===== src/rtl/nibble_serial_add_ctrl.sv =====
// nibble_serial_add_ctrl
// Serial WIDTH-bit adder: one 4-bit add slice is reused over WIDTH/4 cycles,
// LSB nibble first, with the inter-nibble carry held in a flop.
// Handshake: i_start is accepted while o_ready=1; o_done pulses for one cycle
// when o_s/o_cout are updated.
// Optional feature macro: NIBBLE_ADD_SUB_EN adds an i_sub port (A - B mode).
module nibble_serial_add_ctrl #(
  parameter int unsigned WIDTH = 16
) (
  input  logic             i_clk,
  input  logic             i_rst,
  input  logic             i_start,
`ifdef NIBBLE_ADD_SUB_EN
  input  logic             i_sub,
`endif
  input  logic [WIDTH-1:0] i_a,
  input  logic [WIDTH-1:0] i_b,
  input  logic             i_cin,
  output logic             o_ready,
  output logic             o_done,
  output logic [WIDTH-1:0] o_s,
  output logic             o_cout
);

  localparam int unsigned NIB = WIDTH / 4;
  localparam int unsigned CW  = (NIB > 1) ? $clog2(NIB) : 1;

  typedef enum logic [1:0] {
    S_IDLE,
    S_RUN,
    S_DONE
  } state_t;

  state_t           r_state;
  logic [WIDTH-1:0] r_a;
  logic [WIDTH-1:0] r_b;
  logic [WIDTH-1:0] r_part;
  logic             r_carry;
  logic [CW-1:0]    r_cnt;
  logic             r_ready;
  logic             r_done;
  logic [WIDTH-1:0] r_s;
  logic             r_cout;

  logic [3:0]       w_a_nib;
  logic [3:0]       w_b_nib;
  logic [4:0]       w_sum;
  logic [WIDTH-1:0] w_part_next;
  logic             w_last;
  logic [WIDTH-1:0] w_b_cap;
  logic             w_c_cap;

  // Operand values to capture on the accept edge (subtract = A + ~B + 1)
  always_comb begin
`ifdef NIBBLE_ADD_SUB_EN
    w_b_cap = i_sub ? ~i_b : i_b;
    w_c_cap = i_sub ? 1'b1 : i_cin;
`else
    w_b_cap = i_b;
    w_c_cap = i_cin;
`endif
  end

  // Shared 4-bit slice: select current nibble, add, merge into partial sum
  always_comb begin
    w_a_nib     = '0;
    w_b_nib     = '0;
    for (int unsigned n = 0; n < NIB; n++) begin
      if (r_cnt == CW'(n)) begin
        w_a_nib = r_a[4*n +: 4];
        w_b_nib = r_b[4*n +: 4];
      end
    end
    w_sum       = {1'b0, w_a_nib} + {1'b0, w_b_nib} + {4'b0000, r_carry};
    w_part_next = r_part;
    for (int unsigned n = 0; n < NIB; n++) begin
      if (r_cnt == CW'(n)) begin
        w_part_next[4*n +: 4] = w_sum[3:0];
      end
    end
    w_last      = (r_cnt == CW'(NIB - 1));
  end

  // Sequencer FSM with registered handshake and result outputs
  always_ff @(posedge i_clk or posedge i_rst) begin
    if (i_rst) begin
      r_state <= S_IDLE;
      r_a     <= '0;
      r_b     <= '0;
      r_part  <= '0;
      r_carry <= 1'b0;
      r_cnt   <= '0;
      r_ready <= 1'b1;
      r_done  <= 1'b0;
      r_s     <= '0;
      r_cout  <= 1'b0;
    end else begin
      case (r_state)
        S_IDLE, S_DONE: begin
          r_done <= 1'b0;
          if (i_start) begin
            r_a     <= i_a;
            r_b     <= w_b_cap;
            r_carry <= w_c_cap;
            r_part  <= '0;
            r_cnt   <= '0;
            r_ready <= 1'b0;
            r_state <= S_RUN;
          end else begin
            r_ready <= 1'b1;
            r_state <= S_IDLE;
          end
        end
        S_RUN: begin
          r_part  <= w_part_next;
          r_carry <= w_sum[4];
          r_cnt   <= r_cnt + CW'(1);
          if (w_last) begin
            r_s     <= w_part_next;
            r_cout  <= w_sum[4];
            r_ready <= 1'b1;
            r_done  <= 1'b1;
            r_state <= S_DONE;
          end
        end
        default: begin
          r_ready <= 1'b1;
          r_done  <= 1'b0;
          r_state <= S_IDLE;
        end
      endcase
    end
  end

  assign o_ready = r_ready;
  assign o_done  = r_done;
  assign o_s     = r_s;
  assign o_cout  = r_cout;

endmodule


===== config.mk =====
export PLATFORM = sky130hd
export DESIGN_NAME = nibble_serial_add_ctrl
export DESIGN_NICKNAME = d
export VERILOG_FILES = /design/src/rtl/nibble_serial_add_ctrl.sv
export SDC_FILE = /design/constraint.sdc
export NUM_CORES = 1
export LEC_CHECK = 0
export ABC_AREA = 0
export CORE_MARGIN = 1
export CORE_UTILIZATION = 58
export CTS_BUF_LIST = sky130_fd_sc_hd__clkbuf_4 sky130_fd_sc_hd__clkbuf_8
export DETAILED_ROUTE_END_ITERATION = 6
export GPL_ROUTABILITY_DRIVEN = 0
export PLACE_DENSITY = 0.91
export SYNTH_ARGS = -nofsm -noshare
export SYNTH_HDL_FRONTEND = slang
export SYNTH_SLANG_ARGS = --single-unit

===== constraint.sdc =====
create_clock -name i_clk -period 6.5 [get_ports i_clk]
set_clock_uncertainty 0.2 [all_clocks]
set_input_delay 0.65 -clock i_clk [delete_from_list [all_inputs] [get_ports i_clk]]
set_output_delay 0.65 -clock i_clk [all_outputs]
set_load 0.03 [all_outputs]

* After elaboration in Yosys (flattened, before gate mapping)
Index checks and enable logic that the tools add are counted.
** Word-level totals
- Bits in registers :: 72
- Bits of input ports :: 36
- Output and inout bits :: 19
- Word-level logic and storage cells :: 52
** Operators by class
- Add/sub/neg operators :: 3
- Equal/unequal tests :: 7
- Muxes and demuxes :: 25
- Reductions and logical operators :: 7
** Operators by type and width (count)
- $mux 4 :: 12
- $pmux 16 s2 :: 1
- $mux 16 :: 1
- $pmux 2 s2 :: 2
- $eq 2x2->1 const B :: 3
- $reduce_and 2->1 :: 3
- $add 4x4->5 :: 1
- $add 5x1->5 :: 1
- $mux 1 :: 5
- $eq 2x1->1 const B :: 2
- $logic_not 2->1 :: 2
- $mux 2 :: 2
- $ne 2x2->1 const B :: 2
- $pmux 1 s2 :: 2
- $add 2x1->2 const B :: 1
- $reduce_bool 2->1 :: 1
- $reduce_or 2->1 :: 1

* Logic depth before layout (Yosys ltp)
- Depth after elaboration :: 9
- Depth in mapped cells :: 13
- Gate-level depth less buffers :: 13

* Worst setup path after synthesis
No wires, ideal clock.
- Path type :: reg-to-reg
- From :: register r_cnt[0]
- To :: register r_s[15] (netlist: o_s[15])
- Arrival :: 2.797 ns
- Slack :: 3.378 ns
- Stages on the path, launching flop included :: 12
- Period minus slack after synthesis :: 3.122 ns
- Cell sequence :: dfrtp_1 -> inv_1 -> ha_1 -> clkbuf_1 -> clkbuf_1 -> a221oi_1 -> o31ai_1 -> ha_1 -> and3b_1 -> or3_4 -> and2_4 -> mux2_4
** On the way
- Word-level cells in the longest chain between the ends :: 8
- Elaborated cells on any way between the ends :: 16
- Those cells by class :: add/sub (2); eq/ne (3); mux (9); reduce/logical (2)
** Ends and longest elaborated chain
- start, declared :: line 39 : logic [CW-1:0] r_cnt;
- start signal, assigned :: line 117 : r_cnt <= r_cnt + CW'(1);
- $logic_not 2->1 :: line 69 : if (r_cnt == CW'(n)) begin
- $mux 4 (4 in a row) :: line 69
- $add 4x4->5 :: line 74 : w_sum = {1'b0, w_a_nib} + {1'b0, w_b_nib} + {4'b0000, r_carry};
- $add 5x1->5 :: line 74
- $mux 4 :: line 77 : if (r_cnt == CW'(n)) begin
- end signal, assigned :: line 119 : r_s <= w_part_next;
- end, declared :: line 42 : logic [WIDTH-1:0] r_s;
Several ways; a longest one is shown, not always the timed one.
A chain may end at the register's enable or synchronous reset.

* Worst setup path in the final report
- From :: register r_cnt[0]
- To :: register r_part[11]
** On the way
- Word-level cells in the longest chain between the ends :: 9
- Elaborated cells on any way between the ends :: 16
- Those cells by class :: add/sub (2); eq/ne (3); mux (10); reduce/logical (1)
** Ends and longest elaborated chain
- $logic_not 2->1 :: line 69
- $mux 4 (4 in a row) :: line 69
- $add 4x4->5 :: line 74
- $add 5x1->5 :: line 74
- $mux 4 (*) :: line 77
- $pmux 16 s2 (*) :: line 98 : case (r_state)
- end signal, assigned :: line 115 : r_part <= w_part_next;
- end, declared :: line 37 : logic [WIDTH-1:0] r_part;
Mark *: on every way between the ends. The rest lies on a longest branch, timed or not.

==> reports/qor.tcl <==
set qor(worstSetupPathType) {reg2reg}
set qor(hold_buffers_post_cts) 0
set qor(wl_per_cell_um) 14.59
set qor(starting_density_of_the_core_pct) 60.04
set qor(width_of_the_die_um) 74.72
set qor(crit-reg2reg-capture) {r_part[11]}
set qor(cellPowerDensity_mw_per_mm2) 587.1
set qor(drtAntennaViolNets) 0
set qor(synth_fp_nets) 377
set qor(layout.cells.non_filler) 451
set qor(timing.final.hold_violations) 0
set qor(synth_top_area_share_pct) 53.86
set qor(vias) 2431
set qor(syn-instance-count) 332
set qor(outcome) {complete, no violations}
set qor(final_max_slew_viol_count) 0
set qor(max_cap_violations) 0
set qor(num-fill-cells) 360
set qor(final_common_cell) {nand2_1}
set qor(syn_warnings) 0
set qor(grt_pass1_vias) 2252
set qor(tightest_slew_ns) 1.198
set qor(unrepaired_setup_endpoints_after_global_routing) {false}
set qor(min_delay_worst_type) {reg2reg}
set qor(setup_viol) 0
set qor(port_buffers) 54
set qor(fin_setup_tns_ns) 0
set qor(h_tree_lvl_count) 3
set qor(layout_common_cells) {127 x nand2_1, 66 x dfrtp_1, 54 x clkdlybuf4s50_1, 23 x o21ai_0, 12 x clkbuf_8}
set qor(synth-edff-count) 0
set qor(leakage_nw) 1.826
set qor(timing.fmax_mhz) 262.2
set qor(clock_latency_ns) 0.35
set qor(seq_area_frac_synth_pct) 54.71
set qor(nets) 421
set qor(cts_inserted_buffers) 9
set qor(worstHoldStart) {r_a[14]}
set qor(drc) 0
set qor(antenna-diode-count) 0
set qor(async_reset_ff_share_pct) 100.0
set qor(cts_tree) {yes}
set qor(maximum_number_of_pins_on_one_net_before_global_route_repair) 68
set qor(die_area_mm2) 0.005582
set qor(whs_path_depth) 2
set qor(postCtsSetupRepairBufs) 0
set qor(layout-area-overhead-vs-synth_pct) 25.17
set qor(routed_wirelength_um) 6582
set qor(r2r_slack_ns) 2.69
set qor(worst_hold_path.endpoint) {r_a[14]}
set qor(crit_required_ns) 6.53
set qor(timing.critical_path.from_type) {register}
set qor(grt_first_pass_wirelength_um) 10370
set qor(pre_cts_slack_ns) 2.770
set qor(endpoint_kind) {register}
set qor(synthesis.area_per_instance_um2) 9.237
set qor(drt_pass1_iterations) 4
set qor(reg2reg_from) {r_cnt[0]}
set qor(clk_pin_slew_ns) 0.07
set qor(total_power_w) 0.002254
set qor(slew_headroom_pct) 19.79
set qor(post_cts.resized_instances) 0
set qor(worstPathArrival_ns) 3.84
set qor(route.detailed.vias_per_inst) 5.390
set qor(postLayoutSetupSlackWorst_ns) 2.687
set qor(clockRootBuffer) {clkbuf_8}
set qor(ys_seq_elements) 67
set qor(placedCellCount) 435
set qor(detail_route.iter0.violations) 179
set qor(coreArea_mm2) 0.005107
set qor(synth_largest_area_cell) {dfrtp_1}
set qor(dp_hpwl_um) 4450
set qor(tritoncts_num_sinks) 67
set qor(r2r.worst_path.cells) 10
set qor(synth_flop_cell) {dfrtp_1}
set qor(design.portCount) 55
set qor(critical_path.max_fanout) 14
set qor(syn-cell-area_mm2) 0.003067
set qor(placementRows) 26
set qor(total_track_usage_pct) 25.83
set qor(die_height_um) 74.72
set qor(fin_crit_sh_pct) 58.67
set qor(cts_buffer_depth) 2
set qor(period_minus_slack_ns) 3.813
set qor(ir_worst_vdd_v) 0.0003135
set qor(synthDistinctLibCells) 31
set qor(netlist_top_cells_area) {dfrtp_1 54%, nand2_1 16%, o21ai_0 3.8%}
set qor(final_layout_size_suffix_gt1_share_pct) 6.824
set qor(gr_overflow_total) 0
set qor(antenna_found_initial) 0
==> synthesized netlist by cell type (all sizes together), types with 2 or more instances <==
library cell / number
mux2i: 6
nor2b: 9
fa: 2
ha: 7
o21ai: 24
nor2: 7
nand2: 127
a221oi: 6
nor3: 3
nand3: 3
clkbuf: 18
a32o: 6
nand3b: 2
nand2b: 5
o31ai: 4
a21oi: 7
inv: 7
buf: 5
a21o: 2
a31oi: 3
dfrtp: 66
a22o: 6
==> per-layer routing <==
| metal | track usage (%) | share of wire [%] | up-vias |
|---|---|---|---|
| met5 | 0 | 0 | - |
| met4 | 15.09 | 2.8 | 0 |
| met3 | 5.355 | 4.9 | 23 |
| met2 | 41.24 | 50 | 85 |
| met1 | 32.80 | 43 | 1141 |
| li1 | - | - | 1182 |
==> logic make-up (layout without fill, tap and decap cells) <==
| family | count (synthesis) | after routing | synth area share, % |
|---|---|---|---|
| multiplexers | 7 | 7 | 2.448 |
| flip-flops | 67 | 67 | 54.71 |
| AND/OR/NAND/NOR | 159 | 159 | 21.66 |
| AO/OA/AOI/OAI | 59 | 59 | 12.89 |
| buffers and inverters | 30 | 79 | 3.835 |
| adder cells (fa/ha/maj) | 9 | 9 | 4.161 |
| XOR/XNOR | 1 | 1 | 0.2856 |
==> cell type report <==
cell class / instances / area (µm²) / area share [%]
Timing Repair Buffer: 56 / 555.5 / 14.47
Tap cell: 70 / 87.58 / 2.282
Sequential cell: 67 / 1678 / 43.71
Clock inverter: 1 / 30.03 / 0.7823
Clock buffer: 15 / 187.7 / 4.889
Inverter: 7 / 26.28 / 0.6845
Multi-Input combinational cell: 235 / 1274 / 33.18
==> worst max-delay path, stage by stage, from the launching register on <==
cell	delay (ns)
dfrtp_1	0.43
inv_1	0.11
ha_1	0.52
nor2b_1	0.45
a221oi_1	0.16
o31ai_1	0.51
ha_1	0.31
and3b_1	0.17
or3_4	0.39
and2_4	0.18
a32o_1	0.26
==> how the worst max path moves through the flow <==
stage                       endpoint  slack (ns)     start
after floorplan              o_s[15]        3.38  r_cnt[0]
after global placement       o_s[15]        2.93  r_cnt[0]
after detailed placement  r_part[11]        2.77  r_cnt[0]
after CTS                 r_part[11]        2.72  r_cnt[0]
after global routing      r_part[10]        2.45  r_cnt[1]
final                     r_part[11]        2.69  r_cnt[0]
==> metrics by stage <==
step	instance area, µm²	util [%]	hold slack [ns]
after detailed placement	3621	70.90	0.2635
after floorplan	3067	-	0.2455
after global placement	3621	70.90	0.2598
final	3839	75.16	0.2760
after CTS	3839	75.16	0.2787
after global routing	3839	75.16	0.2971
==> power breakdown <==
part           total [W]  switching, W  internal (W)
combinational    0.00117      0.000694      0.000474
sequential      0.000713      0.000111      0.000602
clock           0.000372      0.000151      0.000222
total            0.00225      0.000955       0.00130
==> registers in the layout, indices dropped and copies added, names as in the netlist <==
name and flops:
o_done 1, o_ready 1, o_s 16, r_b 16
r_a 16, r_state 1, r_cnt 2, r_carry 1
r_part 12, o_cout 1
Power figures use the tool's default switching activity.
